### config.mk
export PLATFORM = sky130hd
export DESIGN_NAME = unidade_de_controle_multiciclo
export DESIGN_NICKNAME = d
export VERILOG_FILES = /design/src/rtl/unidade_de_controle_multiciclo.sv
export SDC_FILE = /design/constraint.sdc
export NUM_CORES = 1
export LEC_CHECK = 0
export CAP_MARGIN = 25
export CORE_MARGIN = 2
export CORE_UTILIZATION = 53
export DETAILED_ROUTE_END_ITERATION = 8
export GPL_ROUTABILITY_DRIVEN = 0
export PLACE_DENSITY = 0.83
export SYNTH_ARGS = -nofsm -noshare
export SYNTH_HDL_FRONTEND = slang
export SYNTH_SLANG_ARGS = --single-unit
### constraint.sdc
create_clock -name clk -period 7 [get_ports clk]
set_clock_uncertainty 0.1 [all_clocks]
set_input_delay 0.7 -clock clk [delete_from_list [all_inputs] [get_ports clk]]
set_output_delay 0.7 -clock clk [all_outputs]
set_load 0.005 [all_outputs]
### src/rtl/unidade_de_controle_multiciclo.sv
// Multi-cycle MIPS control unit: Moore FSM sequencing FETCH/DECODE/EXEC/MEM/WB with memory handshake and retire counter.
// Define UC_ILLEGAL_TRAP_EN to trap on illegal opcodes (adds the trap port); otherwise illegal opcodes retire as NOPs.
module unidade_de_controle_multiciclo #(
  parameter int unsigned OP_W    = 6,
  parameter int unsigned ALUOP_W = 2,
  parameter int unsigned CNT_W   = 16
) (
  input  logic               clk,
  input  logic               rst_n,
  input  logic [OP_W-1:0]    instrucao,
  input  logic               mem_ready,
  output logic               pcWrite,
  output logic               pcWriteCond,
  output logic               branchNe,
  output logic               iorD,
  output logic               irWrite,
  output logic               memRead,
  output logic               memWrite,
  output logic               memtoReg,
  output logic               regDst,
  output logic               regWrite,
  output logic               aluSrcA,
  output logic [1:0]         aluSrcB,
  output logic [ALUOP_W-1:0] aluOp,
  output logic [1:0]         pcSource,
  output logic [CNT_W-1:0]   instr_count
`ifdef UC_ILLEGAL_TRAP_EN
  ,
  output logic               trap
`endif
);

  localparam logic [OP_W-1:0] OP_R   = OP_W'(6'b000000);
  localparam logic [OP_W-1:0] OP_I   = OP_W'(6'b000001);
  localparam logic [OP_W-1:0] OP_LW  = OP_W'(6'b100010);
  localparam logic [OP_W-1:0] OP_LWI = OP_W'(6'b100011);
  localparam logic [OP_W-1:0] OP_SW  = OP_W'(6'b101010);
  localparam logic [OP_W-1:0] OP_BEQ = OP_W'(6'b000100);
  localparam logic [OP_W-1:0] OP_BNE = OP_W'(6'b000110);
  localparam logic [OP_W-1:0] OP_J   = OP_W'(6'b010000);

  localparam logic [ALUOP_W-1:0] ALU_00 = ALUOP_W'(2'b00);
  localparam logic [ALUOP_W-1:0] ALU_01 = ALUOP_W'(2'b01);
  localparam logic [ALUOP_W-1:0] ALU_10 = ALUOP_W'(2'b10);
  localparam logic [ALUOP_W-1:0] ALU_11 = ALUOP_W'(2'b11);

  typedef enum logic [3:0] {
    S_RST, S_FETCH, S_DECODE, S_EXEC_R, S_EXEC_I, S_ADDR, S_MEM_RD,
    S_MEM_WR, S_WB_MEM, S_WB_ALU, S_BRANCH, S_JUMP, S_TRAP
  } state_t;

  state_t              r_state, w_next;
  logic [OP_W-1:0]     r_op, w_op;
  logic                w_retire;
  logic [CNT_W-1:0]    r_cnt;

  logic                r_pc_write, w_pc_write;
  logic                r_pc_write_cond, w_pc_write_cond;
  logic                r_branch_ne, w_branch_ne;
  logic                r_iord, w_iord;
  logic                r_mem_read, w_mem_read;
  logic                r_mem_write, w_mem_write;
  logic                r_memto_reg, w_memto_reg;
  logic                r_reg_dst, w_reg_dst;
  logic                r_reg_write, w_reg_write;
  logic                r_alu_src_a, w_alu_src_a;
  logic [1:0]          r_alu_src_b, w_alu_src_b;
  logic [ALUOP_W-1:0]  r_alu_op, w_alu_op;
  logic [1:0]          r_pc_source, w_pc_source;
  logic                w_fetch_done;
`ifdef UC_ILLEGAL_TRAP_EN
  logic                r_trap, w_trap;
`endif

  // Next-state transitions, then Moore decode of the state being entered so outputs can be registered
  always_comb begin
    w_next          = r_state;
    w_op            = r_op;
    w_retire        = 1'b0;
    w_pc_write      = 1'b0;
    w_pc_write_cond = 1'b0;
    w_branch_ne     = 1'b0;
    w_iord          = 1'b0;
    w_mem_read      = 1'b0;
    w_mem_write     = 1'b0;
    w_memto_reg     = 1'b0;
    w_reg_dst       = 1'b0;
    w_reg_write     = 1'b0;
    w_alu_src_a     = 1'b0;
    w_alu_src_b     = 2'b00;
    w_alu_op        = ALU_00;
    w_pc_source     = 2'b00;
`ifdef UC_ILLEGAL_TRAP_EN
    w_trap          = 1'b0;
`endif

    case (r_state)
      S_RST:   w_next = S_FETCH;
      S_FETCH: if (mem_ready) w_next = S_DECODE;
      S_DECODE: begin
        w_op = instrucao;
        case (instrucao)
          OP_R:                 w_next = S_EXEC_R;
          OP_I:                 w_next = S_EXEC_I;
          OP_LW, OP_LWI, OP_SW: w_next = S_ADDR;
          OP_BEQ, OP_BNE:       w_next = S_BRANCH;
          OP_J:                 w_next = S_JUMP;
          default: begin
`ifdef UC_ILLEGAL_TRAP_EN
            w_next = S_TRAP;
`else
            w_next   = S_FETCH;
            w_retire = 1'b1;
`endif
          end
        endcase
      end
      S_EXEC_R, S_EXEC_I: w_next = S_WB_ALU;
      S_ADDR: begin
        case (r_op)
          OP_LWI:  w_next = S_WB_ALU;
          OP_LW:   w_next = S_MEM_RD;
          default: w_next = S_MEM_WR;
        endcase
      end
      S_MEM_RD: if (mem_ready) w_next = S_WB_MEM;
      S_MEM_WR: begin
        if (mem_ready) begin
          w_next   = S_FETCH;
          w_retire = 1'b1;
        end
      end
      S_WB_MEM, S_WB_ALU, S_BRANCH, S_JUMP: begin
        w_next   = S_FETCH;
        w_retire = 1'b1;
      end
      S_TRAP:  w_next = S_TRAP;
      default: w_next = S_RST;
    endcase

    case (w_next)
      S_FETCH: begin
        w_mem_read  = 1'b1;
        w_alu_src_b = 2'b01;
      end
      S_DECODE: w_alu_src_b = 2'b11;
      S_EXEC_R: begin
        w_alu_src_a = 1'b1;
        w_alu_op    = ALU_10;
      end
      S_EXEC_I: begin
        w_alu_src_a = 1'b1;
        w_alu_src_b = 2'b10;
        w_alu_op    = ALU_10;
      end
      S_ADDR: begin
        w_alu_src_a = 1'b1;
        w_alu_src_b = 2'b10;
        if (w_op == OP_LWI)     w_alu_op = ALU_01;
        else if (w_op == OP_LW) w_alu_op = ALU_11;
        else                    w_alu_op = ALU_00;
      end
      S_MEM_RD: begin
        w_mem_read = 1'b1;
        w_iord     = 1'b1;
      end
      S_MEM_WR: begin
        w_mem_write = 1'b1;
        w_iord      = 1'b1;
      end
      S_WB_MEM: begin
        w_reg_write = 1'b1;
        w_memto_reg = 1'b1;
      end
      S_WB_ALU: begin
        w_reg_write = 1'b1;
        // lwi writes rt; R-type and I-type arithmetic write rd
        w_reg_dst   = (r_state != S_ADDR);
      end
      S_BRANCH: begin
        w_alu_src_a     = 1'b1;
        w_alu_op        = ALU_01;
        w_pc_write_cond = 1'b1;
        w_pc_source     = 2'b01;
        w_branch_ne     = (w_op == OP_BNE);
      end
      S_JUMP: begin
        w_pc_write  = 1'b1;
        w_pc_source = 2'b10;
      end
`ifdef UC_ILLEGAL_TRAP_EN
      S_TRAP: w_trap = 1'b1;
`endif
      default: ;
    endcase
  end

  // State, latched opcode, retire counter and registered Moore outputs
  always_ff @(posedge clk or negedge rst_n) begin
    if (!rst_n) begin
      r_state         <= S_RST;
      r_op            <= '0;
      r_cnt           <= '0;
      r_pc_write      <= 1'b0;
      r_pc_write_cond <= 1'b0;
      r_branch_ne     <= 1'b0;
      r_iord          <= 1'b0;
      r_mem_read      <= 1'b0;
      r_mem_write     <= 1'b0;
      r_memto_reg     <= 1'b0;
      r_reg_dst       <= 1'b0;
      r_reg_write     <= 1'b0;
      r_alu_src_a     <= 1'b0;
      r_alu_src_b     <= 2'b00;
      r_alu_op        <= ALU_00;
      r_pc_source     <= 2'b00;
`ifdef UC_ILLEGAL_TRAP_EN
      r_trap          <= 1'b0;
`endif
    end else begin
      r_state         <= w_next;
      r_op            <= w_op;
      r_cnt           <= r_cnt + CNT_W'(w_retire);
      r_pc_write      <= w_pc_write;
      r_pc_write_cond <= w_pc_write_cond;
      r_branch_ne     <= w_branch_ne;
      r_iord          <= w_iord;
      r_mem_read      <= w_mem_read;
      r_mem_write     <= w_mem_write;
      r_memto_reg     <= w_memto_reg;
      r_reg_dst       <= w_reg_dst;
      r_reg_write     <= w_reg_write;
      r_alu_src_a     <= w_alu_src_a;
      r_alu_src_b     <= w_alu_src_b;
      r_alu_op        <= w_alu_op;
      r_pc_source     <= w_pc_source;
`ifdef UC_ILLEGAL_TRAP_EN
      r_trap          <= w_trap;
`endif
    end
  end

  // IR and PC load in FETCH follow the memory handshake within the same cycle
  assign w_fetch_done = (r_state == S_FETCH) && mem_ready;

  assign pcWrite     = r_pc_write | w_fetch_done;
  assign irWrite     = w_fetch_done;
  assign pcWriteCond = r_pc_write_cond;
  assign branchNe    = r_branch_ne;
  assign iorD        = r_iord;
  assign memRead     = r_mem_read;
  assign memWrite    = r_mem_write;
  assign memtoReg    = r_memto_reg;
  assign regDst      = r_reg_dst;
  assign regWrite    = r_reg_write;
  assign aluSrcA     = r_alu_src_a;
  assign aluSrcB     = r_alu_src_b;
  assign aluOp       = r_alu_op;
  assign pcSource    = r_pc_source;
  assign instr_count = r_cnt;
`ifdef UC_ILLEGAL_TRAP_EN
  assign trap        = r_trap;
`endif

endmodule

; ---- Word-level counts from Yosys, hierarchy flattened
; Index checks and enable logic that the tools add are counted.
[op_classes]
n_addsub = 1
eq_ne = 36
n_mux = 25
bitwise = 1
reduce_logical = 15
[op_table]
columns = operator, n
row1 = "6-bit == test, second input constant", 7
row2 = "4-bit == test, second input constant", 9
row3 = "4-bit by 3-bit == test with 1-bit output, second input constant", 8
row4 = 4-bit case mux with 8 select lines, 1
row5 = 4-bit case mux with 5 select lines, 1
row6 = "6-bit by 3-bit == test with 1-bit output, second input constant", 3
row7 = 16-bit by 1-bit adder with 16-bit output, 1
row8 = "4-bit by 2-bit == test with 1-bit output, second input constant", 4
row9 = 2-bit OR reduction, 7
row10 = 1-bit 2-to-1 mux, 12
row11 = 4-bit 2-to-1 mux, 3
row12 = 2-bit case mux with 3 select lines, 2
row13 = "4-bit by 1-bit == test with 1-bit output, second input constant", 2
row14 = 4-bit case mux with 2 select lines, 1
row15 = 4-bit OR reduction, 2
row16 = 8-bit OR reduction, 1
row17 = "6-bit by 1-bit == test with 1-bit output, second input constant", 1
row18 = "6-bit by 5-bit == test with 1-bit output, second input constant", 1
row19 = 6-bit logical NOT, 1
row20 = 6-bit 2-to-1 mux, 1
row21 = 5-bit OR reduction, 1
row22 = 4-bit logical NOT, 1
row23 = 2-bit 2-to-1 mux, 2
row24 = "4-bit by 3-bit inequality test with 1-bit output, second input constant", 1
row25 = other kinds (5), 5
[word_totals]
register_bits = 42
wordCells = 94

; ---- Longest topological paths before layout
[logic_depth]
word_depth = 7
mapped_depth = 12

; ---- Worst setup path before layout
; Ideal clock, no wire load.
[synth_timing]
path_kind = input port to flip-flop
from = input instrucao[1]
to = register r_cnt[10] (netlist: instr_count[10])
arrival_ps = 2448
t_required_ps = 6820
path_slack_ps = 4372
path_stages = 12
cell_sequence = buf_6 nor4b_2 a31oi_1 or3_1 a31oi_1 o31ai_1 ha_1 ha_1 nand3_1 nor2_1 nand2_1 xnor2_1
[synth_between]
elab_chain_len = 5
elab_cells_between_ends = 12
cone_classes = 1 x add/sub / 7 x eq/ne / 2 x mux / 2 x reduce/logical
[synth_rtl]
columns = element, line_no
row1 = from (decl), 10  ; input logic [OP_W-1:0] instrucao,
row2 = "6-bit by 5-bit == test with 1-bit output, or another cell as far along", 102  ; case (instrucao)
row3 = 8-bit OR reduction (no line) (*), --
row4 = 1-bit 2-to-1 mux (*), 102
row5 = 1-bit case mux with 3 select lines (*), 97  ; case (r_state)
row6 = 16-bit by 1-bit adder with 16-bit output (*), 223  ; r_cnt <= r_cnt + CNT_W'(w_retire);
row7 = to (signal assigned), 223
row8 = to (decl), 55  ; logic [CNT_W-1:0] r_cnt;
; Mark *: on every way between the ends. The rest lies on a longest branch, timed or not.

; ---- Worst setup path in the final report
[layout_timing]
from = register r_state[0]
to = register r_cnt[13] (netlist: instr_count[13])
[layout_between]
elab_chain_len = 4
elab_cells_between_ends = 9
cone_classes = 1 x add/sub / 6 x eq/ne / 1 x mux / 1 x reduce/logical
[layout_rtl]
columns = element, line_no
row1 = from (decl), 52  ; state_t r_state, w_next;
row2 = from (signal assigned), 221  ; r_state <= w_next;
row3 = 4-bit == test, 97
row4 = 4-bit OR reduction, --
row5 = 1-bit case mux with 3 select lines (*), 97
row6 = 16-bit by 1-bit adder with 16-bit output (*), 223
; Marked as above.

==> results.json <==
{
  "cts_resized": 0,
  "clock_path_buffers": 2,
  "post_cts_buffers": 0,
  "drtPass1Iterations": 4,
  "start_util": 0.559,
  "fin_crit_sh": 0.425,
  "grt_pass1_vias": 1342,
  "io_buffers": 41,
  "crit_type": "reg2reg",
  "cts_tree": "built",
  "worst_pin_slew_ns": 0.966,
  "area_growth_pct": 26.3,
  "p_leak_uw": 0.00109,
  "drive_gt1_frac": 0.0685,
  "cts_hold_buffers": 0,
  "hold_violations": 0,
  "slew_headroom": 0.355,
  "via_per_inst": 5.45,
  "synth_fp_nets": 189,
  "grt.total_usage": 0.200,
  "ir_drop_uv": 216,
  "maxCapViolCount": 0,
  "fp-row-count": 21,
  "yosys_most_used_dff": "dfrtp_1",
  "vias": 1444,
  "cp_max_fo": 12,
  "gr-total-overflow": 0,
  "antenna_found_initial": 0,
  "cts.sinks": 41,
  "instances_no_fill": 265,
  "setup_viol": 0,
  "path_clk_slew_ns": 0.11,
  "grt_pass1_wl_um": 6330,
  "wirelength_um": 3610,
  "cp-startpoint": "r_state[0]",
  "synth_cell_type_count": 43,
  "async_flop_share": 1.00,
  "status": "complete, no violations",
  "yosysSeqAreaShare": 0.542,
  "critPathSlowestCell": "nor4b_2",
  "postSynthCellCount": 178,
  "required_ns": 7.14,
  "grt_max_degree": 42,
  "core_area_um2": 3390,
  "cts-root-buf": "clkbuf_4",
  "cts_buffers": 5,
  "cp_top_family": "simple AND/OR/NAND/NOR gates",
  "cts_max_level": 2,
  "dieWidth_um": 63.8,
  "fin_crit_ns": 2.97,
  "ant_nets": 0,
  "grt_setup_unrepaired": "false",
  "worstReg2RegStart": "r_state[0]",
  "io_pins": 42,
  "crit_arrival_ns": 3.11,
  "cp_cell_sequence": "nor4b_2 > a31oi_1 > o31ai_1 > ha_1 > and3_1 > nand2_1 > nor2_1 > nand3_1 > xnor2_1",
  "dp_hpwl_um": 2740,
  "postSynthAreaPerCell_um2": 10.6,
  "die_area_um2": 4070,
  "start_kind": "flip-flop",
  "syn-cell-area_um2": 1890,
  "synth_edf_count": 0,
  "first_iter_violations": 44,
  "p_per_area_nw_per_um2": 328,
  "cp_num_buf_inv": 0,
  "die_h_um": 63.8,
  "cpPeakStageDelay_ns": 0.89,
  "yosys_warnings": 0,
  "fin_hold_ws_ns": 0.353,
  "antenna_cells": 0,
  "routedWlPerCell_um": 13.6,
  "fillers": 235,
  "crit_path_end_kind": "flip-flop",
  "fin_tns_setup_ns": 0,
  "slew_violations": 0,
  "post-route-drc-count": 0,
  "place_inst": 257,
  "nNetsFinal": 229,
  "clk_latency_ns": 0.34,
  "ys_seq_elements": 41,
  "fmax_ghz": 0.336,
  "hold_path.class": "in2async"
}
[cell families after synthesis]
kind of cell	Yosys count	synth area share
buffers and inverters	15	0.0403
and+or+nand+nor	84	0.252
muxes	1	0.00529
AOI/OAI and AO/OA	21	0.0820
xor gates and xnor gates	14	0.0648
DFF	41	0.542
adders and majority gates	2	0.0132
[stage by stage]
step	total power (uW)	cell area (um2)	worst slack [ns]	util
2_1_floorplan	519	1890	4.37	-
6_report	784	2390	4.03	0.705
4_1_cts	791	2390	3.99	0.705
3_3_place_gp	623	2310	3.78	0.680
3_5_place_dp	634	2310	3.69	0.680
5_1_grt	843	2390	3.69	0.705
[cell usage in the layout (no fill, tap or decap), types with 2 or more instances in the layout]
cell / instances
o211ai_1: 2
xnor2_1: 10
o21ai_0: 4
a21oi_1: 3
nand2_1: 31
nand4bb_1: 2
nor3_1: 3
clkdlybuf4s50_1: 40
nor4b_2: 4
nor4_1: 2
a31oi_1: 2
nand2b_1: 3
ha_1: 2
o22a_1: 2
xor2_1: 4
dfrtp_1: 41
inv_1: 7
nand3_1: 12
nor2b_1: 5
nor2_1: 8
and3_1: 4
clkbuf_4: 5
[path summary, 6_finish.rpt]
kind	endpoint	slack, ns	cells after the start
worst max-delay path	instr_count[13]	4.03	9
worst min-delay path	instr_count[7]	0.35	1
worst max register to register	instr_count[13]	4.03	9
worst min register to register	instr_count[15]	0.38	1
max in group asynchronous	r_op[4]	5.91	1
min in group clk	instr_count[15]	0.38	1
[state kept, by name (all words and copies together) (netlist names)]
register     cells
pcSource         1
memtoReg         1
memWrite         1
regDst           1
pcWriteCond      1
r_op             6
aluSrcB          2
memRead          1
r_pc_write       1
regWrite         1
aluSrcA          1
iorD             1
r_state          4
instr_count     16
branchNe         1
aluOp            2
[where the power goes]
group | internal (uW) | switching, uW | total (uW)
Sequential | 297 | 58.4 | 356
Clock | 85.3 | 71.5 | 157
Combinational | 148 | 124 | 271
Total | 530 | 254 | 784
[Yosys cell counts, drive strengths merged, types with 4 or more instances]
library cell	n	area [um2]
o21ai	4	20.0
clkbuf	4	15.0
nor2	8	30.0
nor4b	5	68.8
buf	4	35.0
inv	7	26.3
and3	4	25.0
nand3	12	60.1
dfrtp	41	1030
nand2	31	116
xor2	4	35.0
xnor2	10	87.6
nor2b	5	31.3
[layout make-up]
type                    count  area [um2]  share of cell area
well taps                  46        57.6              0.0241
clock inverters             1        30.0              0.0126
multi-input cells         122         791               0.331
flip-flops and latches     41        1030               0.429
repair buffers             41         405               0.170
inverters                   7        26.3              0.0110
clock buffers               7        55.1              0.0230
[layer usage]
metal / vias to the layer above / track usage / part of all wire
met2: 45 / 0.341 / 0.52
met1: 694 / 0.255 / 0.42
met3: 7 / 0.0475 / 0.042
li1: 698 / - / -
met5: - / 0 / 0
met4: 0 / 0.0598 / 0.015
(Power assumes the default switching activity.)
